$ cat src/rtl/fft_readout_ctrl_if.sv
// RAM read port and output beat stream of the FFT readout controller.
interface fft_readout_ctrl_if #(parameter int DW = 16);
   logic          ram_re;
   logic [3:0]    ram_addr;
   logic [DW-1:0] ram_data_r;
   logic [DW-1:0] ram_data_i;
   logic          out_valid;
   logic          out_ready;
   logic [DW-1:0] out_data_r;
   logic [DW-1:0] out_data_i;
   logic [3:0]    out_index;
   logic          out_last;

   modport master (
      output ram_re, ram_addr, out_valid, out_data_r, out_data_i, out_index, out_last,
      input  ram_data_r, ram_data_i, out_ready
   );

   modport slave (
      input  ram_re, ram_addr, out_valid, out_data_r, out_data_i, out_index, out_last,
      output ram_data_r, ram_data_i, out_ready
   );
endinterface

$ cat src/rtl/fft_readout_ctrl.sv
// Streams the 16 FFT result bins out of the result RAM, optionally undoing bit-reversed order.
// First beat 3 cycles after start; reads throttle so at most 2 run ahead of the displayed beat.
module fft_readout_ctrl #(
   parameter int DW      = 16,
   parameter bit BIT_REV = 1'b1
) (
   input  logic               clk,
   input  logic               rst_n,
   input  logic               start,
   output logic               busy,
   output logic               fft_hold,
   output logic               done,
   fft_readout_ctrl_if.master bus
);
   typedef enum logic [1:0] {IDLE, SETTLE, READ, DRAIN} state_t;
   state_t state, state_nxt;

   logic [3:0]    iss;
   logic [3:0]    in_idx;
   logic          rd_pend;
   logic [DW-1:0] fifo_r [2];
   logic [DW-1:0] fifo_i [2];
   logic [3:0]    fifo_x [2];
   logic          wr_ptr, rd_ptr;
   logic [1:0]    fifo_cnt;
   logic          pop, head_free, fifo_pop, fifo_push, load_in, room;
   logic          issue, frame_start, frame_end;
   logic [2:0]    live;

   function automatic logic [3:0] bitrev4(input logic [3:0] k);
      return {k[0], k[1], k[2], k[3]};
   endfunction

   assign pop       = bus.out_valid && bus.out_ready;
   assign head_free = !bus.out_valid || pop;
   assign fifo_pop  = head_free && (fifo_cnt != 2'd0);
   assign load_in   = head_free && (fifo_cnt == 2'd0) && rd_pend;
   assign fifo_push = rd_pend && !load_in;
   // Every beat still owed to the stream: head, buffered, and both RAM pipeline stages.
   assign live      = 3'(bus.out_valid) + 3'(fifo_cnt) + 3'(rd_pend) + 3'(bus.ram_re);
   assign room      = live < (3'd3 + 3'(pop));
   assign fft_hold  = busy;

   always_comb begin
      state_nxt   = state;
      issue       = 1'b0;
      frame_start = 1'b0;
      frame_end   = 1'b0;
      case (state)
         IDLE: begin
            if (start) begin
               state_nxt   = SETTLE;
               frame_start = 1'b1;
            end
         end
         SETTLE: begin
            issue     = room;
            state_nxt = READ;
         end
         READ: begin
            issue = room;
            if (room && iss == 4'd15) state_nxt = DRAIN;
         end
         DRAIN: begin
            if (pop && bus.out_last) begin
               state_nxt = IDLE;
               frame_end = 1'b1;
            end
         end
         default: state_nxt = IDLE;
      endcase
   end

   always_ff @(posedge clk or negedge rst_n) begin
      if (!rst_n) begin
         state          <= IDLE;
         busy           <= 1'b0;
         done           <= 1'b0;
         iss            <= 4'd0;
         in_idx         <= 4'd0;
         rd_pend        <= 1'b0;
         wr_ptr         <= 1'b0;
         rd_ptr         <= 1'b0;
         fifo_cnt       <= 2'd0;
         bus.ram_re     <= 1'b0;
         bus.ram_addr   <= 4'd0;
         bus.out_valid  <= 1'b0;
         bus.out_last   <= 1'b0;
         bus.out_index  <= 4'd0;
         bus.out_data_r <= '0;
         bus.out_data_i <= '0;
      end else begin
         state <= state_nxt;
         done  <= frame_end;
         if (frame_start) begin
            busy   <= 1'b1;
            iss    <= 4'd0;
            in_idx <= 4'd0;
         end else if (frame_end) begin
            busy <= 1'b0;
         end
         bus.ram_re <= issue;
         if (issue) begin
            bus.ram_addr <= BIT_REV ? bitrev4(iss) : iss;
            iss          <= iss + 4'd1;
         end
         rd_pend <= bus.ram_re;
         if (rd_pend) in_idx <= in_idx + 4'd1;
         if (fifo_push) wr_ptr <= ~wr_ptr;
         if (fifo_pop) rd_ptr <= ~rd_ptr;
         fifo_cnt <= fifo_cnt + 2'(fifo_push) - 2'(fifo_pop);
         if (fifo_pop) begin
            bus.out_valid  <= 1'b1;
            bus.out_data_r <= fifo_r[rd_ptr];
            bus.out_data_i <= fifo_i[rd_ptr];
            bus.out_index  <= fifo_x[rd_ptr];
            bus.out_last   <= (fifo_x[rd_ptr] == 4'd15);
         end else if (load_in) begin
            bus.out_valid  <= 1'b1;
            bus.out_data_r <= bus.ram_data_r;
            bus.out_data_i <= bus.ram_data_i;
            bus.out_index  <= in_idx;
            bus.out_last   <= (in_idx == 4'd15);
         end else if (head_free) begin
            bus.out_valid <= 1'b0;
            bus.out_last  <= 1'b0;
         end
      end
   end

   always_ff @(posedge clk) begin
      if (fifo_push) begin
         fifo_r[wr_ptr] <= bus.ram_data_r;
         fifo_i[wr_ptr] <= bus.ram_data_i;
         fifo_x[wr_ptr] <= in_idx;
      end
   end
endmodule

$ cat src/flat_wrapper.sv
// flat-port wrapper written by rule: the top's interface ports become plain ports
module fft_readout_ctrl_flat 
#(
   parameter int DW      = 16,
   parameter bit BIT_REV = 1'b1
)
  (clk, rst_n, start, busy, fft_hold, done, bus_ram_re, bus_ram_addr, bus_out_valid, bus_out_data_r, bus_out_data_i, bus_out_index, bus_out_last, bus_ram_data_r, bus_ram_data_i, bus_out_ready);
  fft_readout_ctrl_if #(.DW(DW)) bus_i ();
  input  logic clk;
  input  logic rst_n;
  input  logic start;
  output logic busy;
  output logic fft_hold;
  output logic done;
  output wire logic [$bits(bus_i.ram_re)-1:0] bus_ram_re;
  output wire logic [$bits(bus_i.ram_addr)-1:0] bus_ram_addr;
  output wire logic [$bits(bus_i.out_valid)-1:0] bus_out_valid;
  output wire logic [$bits(bus_i.out_data_r)-1:0] bus_out_data_r;
  output wire logic [$bits(bus_i.out_data_i)-1:0] bus_out_data_i;
  output wire logic [$bits(bus_i.out_index)-1:0] bus_out_index;
  output wire logic [$bits(bus_i.out_last)-1:0] bus_out_last;
  input wire logic [$bits(bus_i.ram_data_r)-1:0] bus_ram_data_r;
  input wire logic [$bits(bus_i.ram_data_i)-1:0] bus_ram_data_i;
  input wire logic [$bits(bus_i.out_ready)-1:0] bus_out_ready;
  assign bus_ram_re = bus_i.ram_re;
  assign bus_ram_addr = bus_i.ram_addr;
  assign bus_out_valid = bus_i.out_valid;
  assign bus_out_data_r = bus_i.out_data_r;
  assign bus_out_data_i = bus_i.out_data_i;
  assign bus_out_index = bus_i.out_index;
  assign bus_out_last = bus_i.out_last;
  assign bus_i.ram_data_r = bus_ram_data_r;
  assign bus_i.ram_data_i = bus_ram_data_i;
  assign bus_i.out_ready = bus_out_ready;
  fft_readout_ctrl #(.DW(DW), .BIT_REV(BIT_REV)) u_core (.clk(clk), .rst_n(rst_n), .start(start), .busy(busy), .fft_hold(fft_hold), .done(done), .bus(bus_i));
endmodule
$ cat config.mk
export PLATFORM = sky130hd
export DESIGN_NAME = fft_readout_ctrl_flat
export DESIGN_NICKNAME = d
export VERILOG_FILES = /design/src/rtl/fft_readout_ctrl_if.sv /design/src/rtl/fft_readout_ctrl.sv /design/src/flat_wrapper.sv
export SDC_FILE = /design/constraint.sdc
export NUM_CORES = 1
export LEC_CHECK = 0
export ABC_AREA = 0
export BUFFER_PORTS_ARGS = -buffer_cell sky130_fd_sc_hd__buf_2
export CORE_MARGIN = 1.5
export CORE_UTILIZATION = 55
export CTS_BUF_LIST = sky130_fd_sc_hd__clkbuf_4 sky130_fd_sc_hd__clkbuf_8
export DETAILED_ROUTE_END_ITERATION = 6
export GPL_TIMING_DRIVEN = 0
export PLACE_DENSITY = 0.85
export SLEW_MARGIN = 15
export SYNTH_ARGS = -nofsm -noshare
export SYNTH_HDL_FRONTEND = slang
export SYNTH_SLANG_ARGS = --single-unit
$ cat constraint.sdc
create_clock -name clk -period 3.9 [get_ports clk]
set_clock_uncertainty 0.15 [all_clocks]
set_input_delay 0.975 -clock clk [delete_from_list [all_inputs] [get_ports clk]]
set_output_delay 0.975 -clock clk [all_outputs]
set_load 0.05 [all_outputs]
==> impl_metrics.yaml, run 1 <==
outcome:
  status: "finished clean"
global_route:
  grt_remaining_overflow: 0
  antenna_found_initial: 0
  met1_usage_pct: 27.4
  grt_pass1_vias: 3808
  grtUsageMet3_pct: 5.60
  grt_max_degree: 51
  gr-max-usage-layer: "met2"
  grt_use_met2_pct: 38.2
  grt_usage_pct: 22.2
  grt_pass1_wl_mm: 18.7
job:
  drv_cap: 0
cts:
  root_buffer: "clkbuf_8"
  cts_tree: "yes"
  h-tree-depth: 4
  postCtsSetupRepairBufs: 0
  cts_buffers: 17
  path_clk_slew_ns: 0.07
  hold_buffers: 0
  clk_latency_ns: 0.42
  clockBufferDepth: 2
  post_cts_resized: 0
  cts_sinks: 132
placement:
  numPortBuffers: 81
  hpwl_mm: 7.25
  dpl.cell_count: 601
  place_congestion: 0.733
sta:
  hold_viol: 0
  max_freq_mhz: 311
  tns_ns: 0
  min_period_ns: 3.22
  rsz0062_at_grt: "no"
  relSlewSlack_pct: 55.1
  finalCritPeriodShare_pct: 82.5
  maxSlewViolCount: 0
  max_slew.worst_pin.slew_ns: 0.672
  setup_violations: 0
worst_setup_path:
  worst-path-max-fanout: 4
  endpoint_kind: "flip-flop"
  reg2reg_depth: 10
  critical_path_required_ns: 4.06
  max_stage_delay_ns: 0.56
  path_class: "reg2reg"
  cp.arrival_ns: 3.38
  cp_cell_sequence: "fa_1, ha_1, inv_1, fa_1, inv_1, ha_1, o21ai_0, o211ai_1, a21oi_1, mux2_2"
  crit_path_top_delay_cell: "fa_1"
  start_kind: "flip-flop"
yosys:
  synth.avg_cell_area_um2: 14.5
  synth_cell_types: 38
  postSynth.asyncResetShare_pct: 45.5
  synth_ff_type: "edfxtp_1"
  ys_seq_area_share_pct: 65.8
  netlist_area_mm2: 0.00557
  yosysMostFrequentCell: "edfxtp_1"
  synth_nets: 433
  synth_common_cells: "edfxtp_1, dfrtp_1, nand2_1, mux2_2, mux2i_1"
  synth_edf_count: 72
  synth.largest_area_cell: "edfxtp_1"
  synth-seq-cells: 132
  syn_inst: 384
  synth_top_area_share_pct: 38.8
  ys.warnings.count: 0
  synth_area_leaders: "edfxtp_1, dfrtp_1, mux2_2"
die:
  dieArea_mm2: 0.0107
  fp.coreArea_mm2: 0.00977
  die_w_um: 104
  start_util_pct: 56.9
  io_pins: 82
  die-height_um: 104
  rows: 36
drt:
  firstDrtPassIters: 4
  ant_nets: 0
  drt-initial-drc-count: 182
  wirelength_mm: 11.0
  drcViolationCount: 0
  vias: 3410
  post_drt_wl_per_cell_um: 17.4
  vias_per_cell: 5.39
finish:
  num-nets-final: 536
  final_util_pct: 68.6
  drive_gt1_share_pct: 36.4
  area_delta_synth_final_pct: 20.5
  antennaDiodeCount: 0
  n_fill_cell: 698
  final_cells: 633
power:
  total_power_w: 0.00647
  ir_drop_v: 0.000605
  power_leakage_nw: 2.86
  power_density_mw_per_mm2: 965
worst_hold_path:
  hold_path_class: "in2async"
==> per-layer routing <==
metal	wire, um	part of all wire, %
met5	0	0
met2	5850	53
met4	112	1.0
met1	4620	42
met3	449	4.1
==> metrics by stage <==
stage               instance area [um^2]  setup slack (ns)  hold slack, ns
floorplan                           5570             0.388           0.311
global placement                    6140            -0.791           0.276
detailed placement                  6220             0.683           0.290
CTS                                 6700             0.678           0.210
global route                        6700             0.517           0.207
finish                              6700             0.682           0.236
==> kinds of logic after synthesis <==
group | after synthesis | share of synthesized area, %
DFF | 132 | 65.8
muxes | 78 | 15.0
and+or+nand+nor | 67 | 5.71
AOI/OAI and AO/OA | 56 | 6.38
buffers and inverters | 33 | 3.08
adders and majority gates | 13 | 3.19
xor gates and xnor gates | 5 | 0.787
==> placed cells by master (no fill, tap or decap), types with 2 or more instances in the layout <==
cell type	count
o21ai_0	14
bufinv_16	6
o21ai_1	23
clkinv_2	2
nand4_1	3
nand2b_1	3
nand2_1	45
xnor2_1	3
buf_4	3
ha_1	11
buf_2	85
and3_1	2
xor2_1	2
clkbuf_1	7
dfrtp_1	60
o21ai_2	6
mux2_2	40
edfxtp_1	72
clkbuf_8	18
mux2i_1	37
a21oi_1	4
buf_16	2
clkinvlp_4	4
nor2_4	2
nand3_1	6
o211ai_1	2
inv_1	16
fa_1	2
buf_8	3
==> report_power, final <==
group          internal (W)  switching, W
clock              0.000839      0.000510
sequential          0.00199      0.000260
combinational      0.000982       0.00188
==> worst max-delay path, delay by kind of cell (launching register included) <==
kind	cells	cell delay, ns
fa+ha+maj	4	1.44
buf+inv	2	0.09
mux	1	0.36
flops	1	0.48
compound gates	3	0.60
==> state kept, by name, indices dropped and copies added (netlist names) <==
name / count
u_core.fifo_i: 32
u_core.fifo_r: 32
u_core.bus.out_data_i: 16
u_core.bus.out_data_r: 16
u_core.fifo_x: 8
u_core.bus.out_index: 4
u_core.bus.ram_addr: 4
u_core.in_idx: 4
u_core.iss: 4
u_core.fifo_cnt: 2
u_core.state: 2
u_core.bus.out_last: 1
u_core.bus.out_valid: 1
u_core.bus.ram_re: 1
u_core.busy: 1
u_core.done: 1
u_core.rd_pend: 1
u_core.rd_ptr: 1
u_core.wr_ptr: 1
==> final cells by class <==
class / count / area [um^2] / share of cell area [%]
Inverter: 16 / 60.1 / 0.896
Sequential cell: 132 / 3660 / 54.6
Tap cell: 133 / 166 / 2.48
Timing Repair Buffer: 84 / 483 / 7.20
Buffer: 17 / 111 / 1.66
Multi-Input combinational cell: 219 / 1740 / 25.9
Clock inverter: 14 / 233 / 3.47
Clock buffer: 18 / 248 / 3.70
==> worst paths after layout <==
kind                                         startpoint                               endpoint  slack (ns)
hold reg to reg             u_core.bus.ram_re$_DFF_PN0_               u_core.rd_pend$_DFF_PN0_        0.30
setup reg to reg           u_core.fifo_cnt[0]$_DFF_PN0_            u_core.state[1]$_DFFE_PN0P_        0.68
setup / recovery           u_core.fifo_cnt[0]$_DFF_PN0_            u_core.state[1]$_DFFE_PN0P_        0.68
hold / removal                                    rst_n            u_core.bus.ram_re$_DFF_PN0_        0.24
min in group clk            u_core.bus.ram_re$_DFF_PN0_               u_core.rd_pend$_DFF_PN0_        0.30
max in group asynchronous                         rst_n  u_core.bus.out_data_r[11]$_DFFE_PN0P_        2.86
(Power assumes the default switching activity.)
==> run 2, diff against run 1 <==
- CORE_UTILIZATION: 55 -> 53
- PLACE_DENSITY: 0.85 -> 0.86
- clock period: 3.9 -> 2.9 ns (I/O delays scaled with it)
==> run 2 against run 1 <==
The run now ends with negative setup slack left. Hold slack better by 0.0040 ns. Critical path depth did not move. Wire length down 0.17%.
==> impl_metrics.yaml, run 2 (synthesis gave the netlist of run 1 again) <==
global_route:
  grt_usage_pct: 20.5
  grt_pass1_wl_mm: 17.4
  antenna_found_initial: 0
  grt_max_degree: 61
  grt_pass1_vias: 3593
  grt_remaining_overflow: 0
placement:
  numPortBuffers: 81
  dpl.cell_count: 603
  place_area_mm2: 0.00621
  preCtsSetupSlack_ns: -0.245
  place_congestion: 0.786
  hpwl_mm: 7.18
drt:
  drcViolationCount: 0
  drt-initial-drc-count: 204
  ant_nets: 0
  post_drt_wl_per_cell_um: 17.2
  vias: 3445
  wirelength_mm: 11.0
  firstDrtPassIters: 4
  vias_per_cell: 5.37
finish:
  antennaDiodeCount: 0
  final_common_cell: "buf_2"
  n_fill_cell: 745
  num-nets-final: 542
  drive_gt1_share_pct: 38.9
  final_cells: 642
  area_delta_synth_final_pct: 21.3
  finalInstanceArea_mm2: 0.00675
  reg_top3: "u_core.fifo_i x32, u_core.fifo_r x32"
  final_cell_mix: "buf_2, edfxtp_1, dfrtp_1"
  regArea_mm2: 0.00367
  multi_input_area_mm2: 0.00179
sta:
  max_freq_mhz: 329
  setup_violations: 9
  setup_ws_ns: -0.135
  tns_ns: -0.814
  relSlewSlack_pct: 47.3
  finalCritPeriodShare_pct: 105
  min_period_ns: 3.04
  maxSlewViolCount: 0
  rsz0062_at_grt: "yes"
  max_slew.worst_pin.slew_ns: 0.791
  hold_viol: 0
worst_hold_path:
  hold_path_class: "in2async"
cts:
  hold_buffers: 0
  root_buffer: "clkbuf_8"
  clockBufferDepth: 2
  h-tree-depth: 4
  cts_tree: "yes"
  cts_sinks: 132
  cts_buffers: 17
  clk_latency_ns: 0.43
  path_clk_slew_ns: 0.08
die:
  fp.coreArea_mm2: 0.0103
  io_pins: 82
  dieArea_mm2: 0.0111
  rows: 37
  die-height_um: 105
  die_w_um: 105
  start_util_pct: 54.2
worst_setup_path:
  cp.arrival_ns: 3.20
  endpoint_kind: "flip-flop"
  start_kind: "flip-flop"
  worst-path-max-fanout: 2
  path_class: "reg2reg"
  critical_path_required_ns: 3.07
  reg2reg_depth: 10
  rrSetupSlack_ns: -0.14
outcome:
  failed_checks: "negative setup slack"
  status: "finished with violations"
job:
  drv_cap: 0
## run 2: changes by cell type in the layout (fill, tap and decap cells not counted), sizes merged
| cell | previous run | this run |
|---|---|---|
| bufinv | 6 | 4 |
| inv | 16 | 19 |
| buf | 94 | 100 |
| clkinvlp | 4 | 1 |
| clkbuf | 25 | 24 |
| clkinv | 4 | 7 |
## run 2: layer usage
metal  vias to the layer above  share of wire, %  global-route usage (%)
met4                         0               1.0                    7.63
met2                        85                52                    35.0
met3                        10               3.5                    4.64
met5                         -                 0                       0
met1                      1745                43                    25.7
li1                       1605                 -                       -
## run 2: area by class of cell
cell class                      count  share of cell area, %
Sequential cell                   132                   54.3
Multi-Input combinational cell    219                   26.5
Timing Repair Buffer               90                   7.54
Clock buffer                       17                   3.46
Clock inverter                     15                   3.02
Tap cell                          136                   2.52
Buffer                             17                   1.74
Inverter                           16                  0.889
## run 2: timing repair
action                                  in CTS  in global routing
cloned                                       1                  0
endpoints found under the setup margin      10                 11
pin swaps                                    3                  4
resized for setup                            8                  6
buffers inserted                             6                  0
## run 2: final timing paths
kind / startpoint / end
max: u_core.rd_pend$_DFF_PN0_ / u_core.state[1]$_DFFE_PN0P_
min: rst_n / u_core.in_idx[1]$_DFFE_PN0P_
max reg2reg: u_core.rd_pend$_DFF_PN0_ / u_core.state[1]$_DFFE_PN0P_
min reg2reg: u_core.bus.ram_re$_DFF_PN0_ / u_core.rd_pend$_DFF_PN0_
max in group asynchronous: rst_n / u_core.fifo_cnt[0]$_DFF_PN0_
min in group clk: u_core.bus.ram_re$_DFF_PN0_ / u_core.rd_pend$_DFF_PN0_
## run 2: critical path, cell delays in order, from the launching register on
cell      delay, ns
dfrtp_2        0.42
fa_1           0.54
ha_1           0.14
inv_1          0.05
fa_1           0.50
inv_2          0.05
ha_4           0.21
o21ai_4        0.17
o211ai_1       0.17
a21oi_2        0.21
mux2_4         0.31
## run 2: through the flow
step / utilization, % / hold WS (ns)
after global placement: 59.9 / 0.253
after detailed placement: 60.4 / 0.253
after floorplan: - / 0.279
final: 65.7 / 0.240
after global routing: 65.7 / 0.286
after CTS: 65.4 / 0.261
Power of run 2 is not shown: default switching activity piles up to over one toggle a cycle in this logic, so the estimate is an artifact.
==> run 3, diff against run 2 <==
- MAX_ROUTING_LAYER: unset -> met4
==> run 3 against run 2 <==
The flow still finishes with violations (negative setup slack). First-iteration DRC count grew 6.9%. Sequential cell count unchanged. Via count up 0.32%. Clock-buffer cell count stayed put. Non-clock buffer count is the same. Utilization is the same. Critical endpoint unchanged.
==> impl_metrics.yaml, run 3 (synthesis gave the netlist of run 1 again) <==
outcome:
  status: "finished with violations"
  failed_checks: "negative setup slack"
finish:
  drive_gt1_share_pct: 38.9
  final_util_pct: 65.7
  final_cell_mix: "buf_2, edfxtp_1, dfrtp_1"
  multi_input_area_mm2: 0.00179
  n_fill_cell: 745
  num-nets-final: 542
  reg_top3: "u_core.fifo_i x32, u_core.fifo_r x32"
  final_common_cell: "buf_2"
  antennaDiodeCount: 0
  area_delta_synth_final_pct: 21.3
  regArea_mm2: 0.00367
placement:
  hpwl_mm: 7.18
  numPortBuffers: 81
  preCtsSetupSlack_ns: -0.245
  place_congestion: 0.797
sta:
  tns_ns: -0.818
  setup_ws_ns: -0.135
  max_freq_mhz: 329
  finalCritPeriodShare_pct: 105
  rsz0062_at_grt: "yes"
  setup_violations: 9
  whs_ns: 0.244
  max_slew.worst_pin.slew_ns: 0.796
  relSlewSlack_pct: 47.0
  hold_viol: 0
  maxSlewViolCount: 0
  min_period_ns: 3.04
worst_setup_path:
  start_kind: "flip-flop"
  worst-path-max-fanout: 2
  critical_path_required_ns: 3.07
  endpoint_kind: "flip-flop"
  cp.arrival_ns: 3.20
  path_class: "reg2reg"
cts:
  path_clk_slew_ns: 0.08
  cts_tree: "yes"
  cts_sinks: 132
  clk_latency_ns: 0.42
  hold_buffers: 0
  h-tree-depth: 4
  clockBufferDepth: 2
  root_buffer: "clkbuf_8"
  cts_buffers: 17
drt:
  top_layer_used: "met4"
  ant_nets: 0
  wl_met2_mm: 5.78
  firstDrtPassIters: 4
  vias_per_cell: 5.38
  drt-initial-drc-count: 218
  wirelength_mm: 11.0
  post_drt_wl_per_cell_um: 17.1
  vias: 3456
  drcViolationCount: 0
  wl_met3_um: 411
  wl_met1_mm: 4.68
die:
  dieArea_mm2: 0.0111
  io_pins: 82
  start_util_pct: 54.2
  fp.coreArea_mm2: 0.0103
  die-height_um: 105
  die_w_um: 105
  rows: 37
job:
  drv_cap: 0
global_route:
  grt_usage_pct: 21.1
  grt_remaining_overflow: 0
  grt_max_degree: 61
  grt_pass1_wl_mm: 17.4
  grt_pass1_vias: 3590
  antenna_found_initial: 0
worst_hold_path:
  hold_path_class: "in2async"
==> run 3: cell counts in the layout (fill, tap and decap cells not counted) <==
Identical to the previous run, type by type.
==> run 3: path summary, 6_finish.rpt <==
check | from | end | slack (ns) | cells past startpoint
setup reg to reg | u_core.rd_pend$_DFF_PN0_ | u_core.state[1]$_DFFE_PN0P_ | -0.14 | 10
setup / recovery | u_core.rd_pend$_DFF_PN0_ | u_core.state[1]$_DFFE_PN0P_ | -0.14 | 10
max in group asynchronous | rst_n | u_core.fifo_cnt[0]$_DFF_PN0_ | 1.81 | 1
min in group clk | u_core.bus.ram_re$_DFF_PN0_ | u_core.rd_pend$_DFF_PN0_ | 0.28 | 0
hold reg to reg | u_core.bus.ram_re$_DFF_PN0_ | u_core.rd_pend$_DFF_PN0_ | 0.28 | 0
hold / removal | rst_n | u_core.in_idx[1]$_DFFE_PN0P_ | 0.24 | 1
==> run 3: critical path: stages (launching register included) <==
cell      delay [ns]
dfrtp_2         0.42
fa_1            0.54
ha_1            0.14
inv_1           0.05
fa_1            0.50
inv_2           0.05
ha_4            0.21
o21ai_4         0.17
o211ai_1        0.17
a21oi_2         0.21
mux2_4          0.31
==> run 3: layer usage <==
metal  vias up  track usage, %
li1       1605               -
met1      1743            25.8
met2        95            34.9
met3        13            4.45
met4         0            7.93
met5         -               -
==> run 3: per-stage QoR <==
step / cell area, um^2 / cells
finish: 6750 / 642
global placement: 6150 / 601
floorplan: 5580 / 384
CTS: 6730 / 642
detailed placement: 6210 / 603
global route: 6750 / 642
==> run 3: area by class of cell <==
class / instances / share of cell area, %
Sequential cell: 132 / 54.3
Clock inverter: 15 / 3.02
Clock buffer: 17 / 3.46
Timing Repair Buffer: 90 / 7.54
Multi-Input combinational cell: 219 / 26.5
Inverter: 16 / 0.889
Buffer: 17 / 1.74
Tap cell: 136 / 2.52
==> run 3: what timing repair did <==
action                                  4_1_cts  5_1_grt
endpoints found under the setup margin       10       11
pin swaps                                     3        4
cloned                                        1        0
buffers inserted                              6        0
resized for setup                             8        6
Power of run 3 is left out for the same reason.
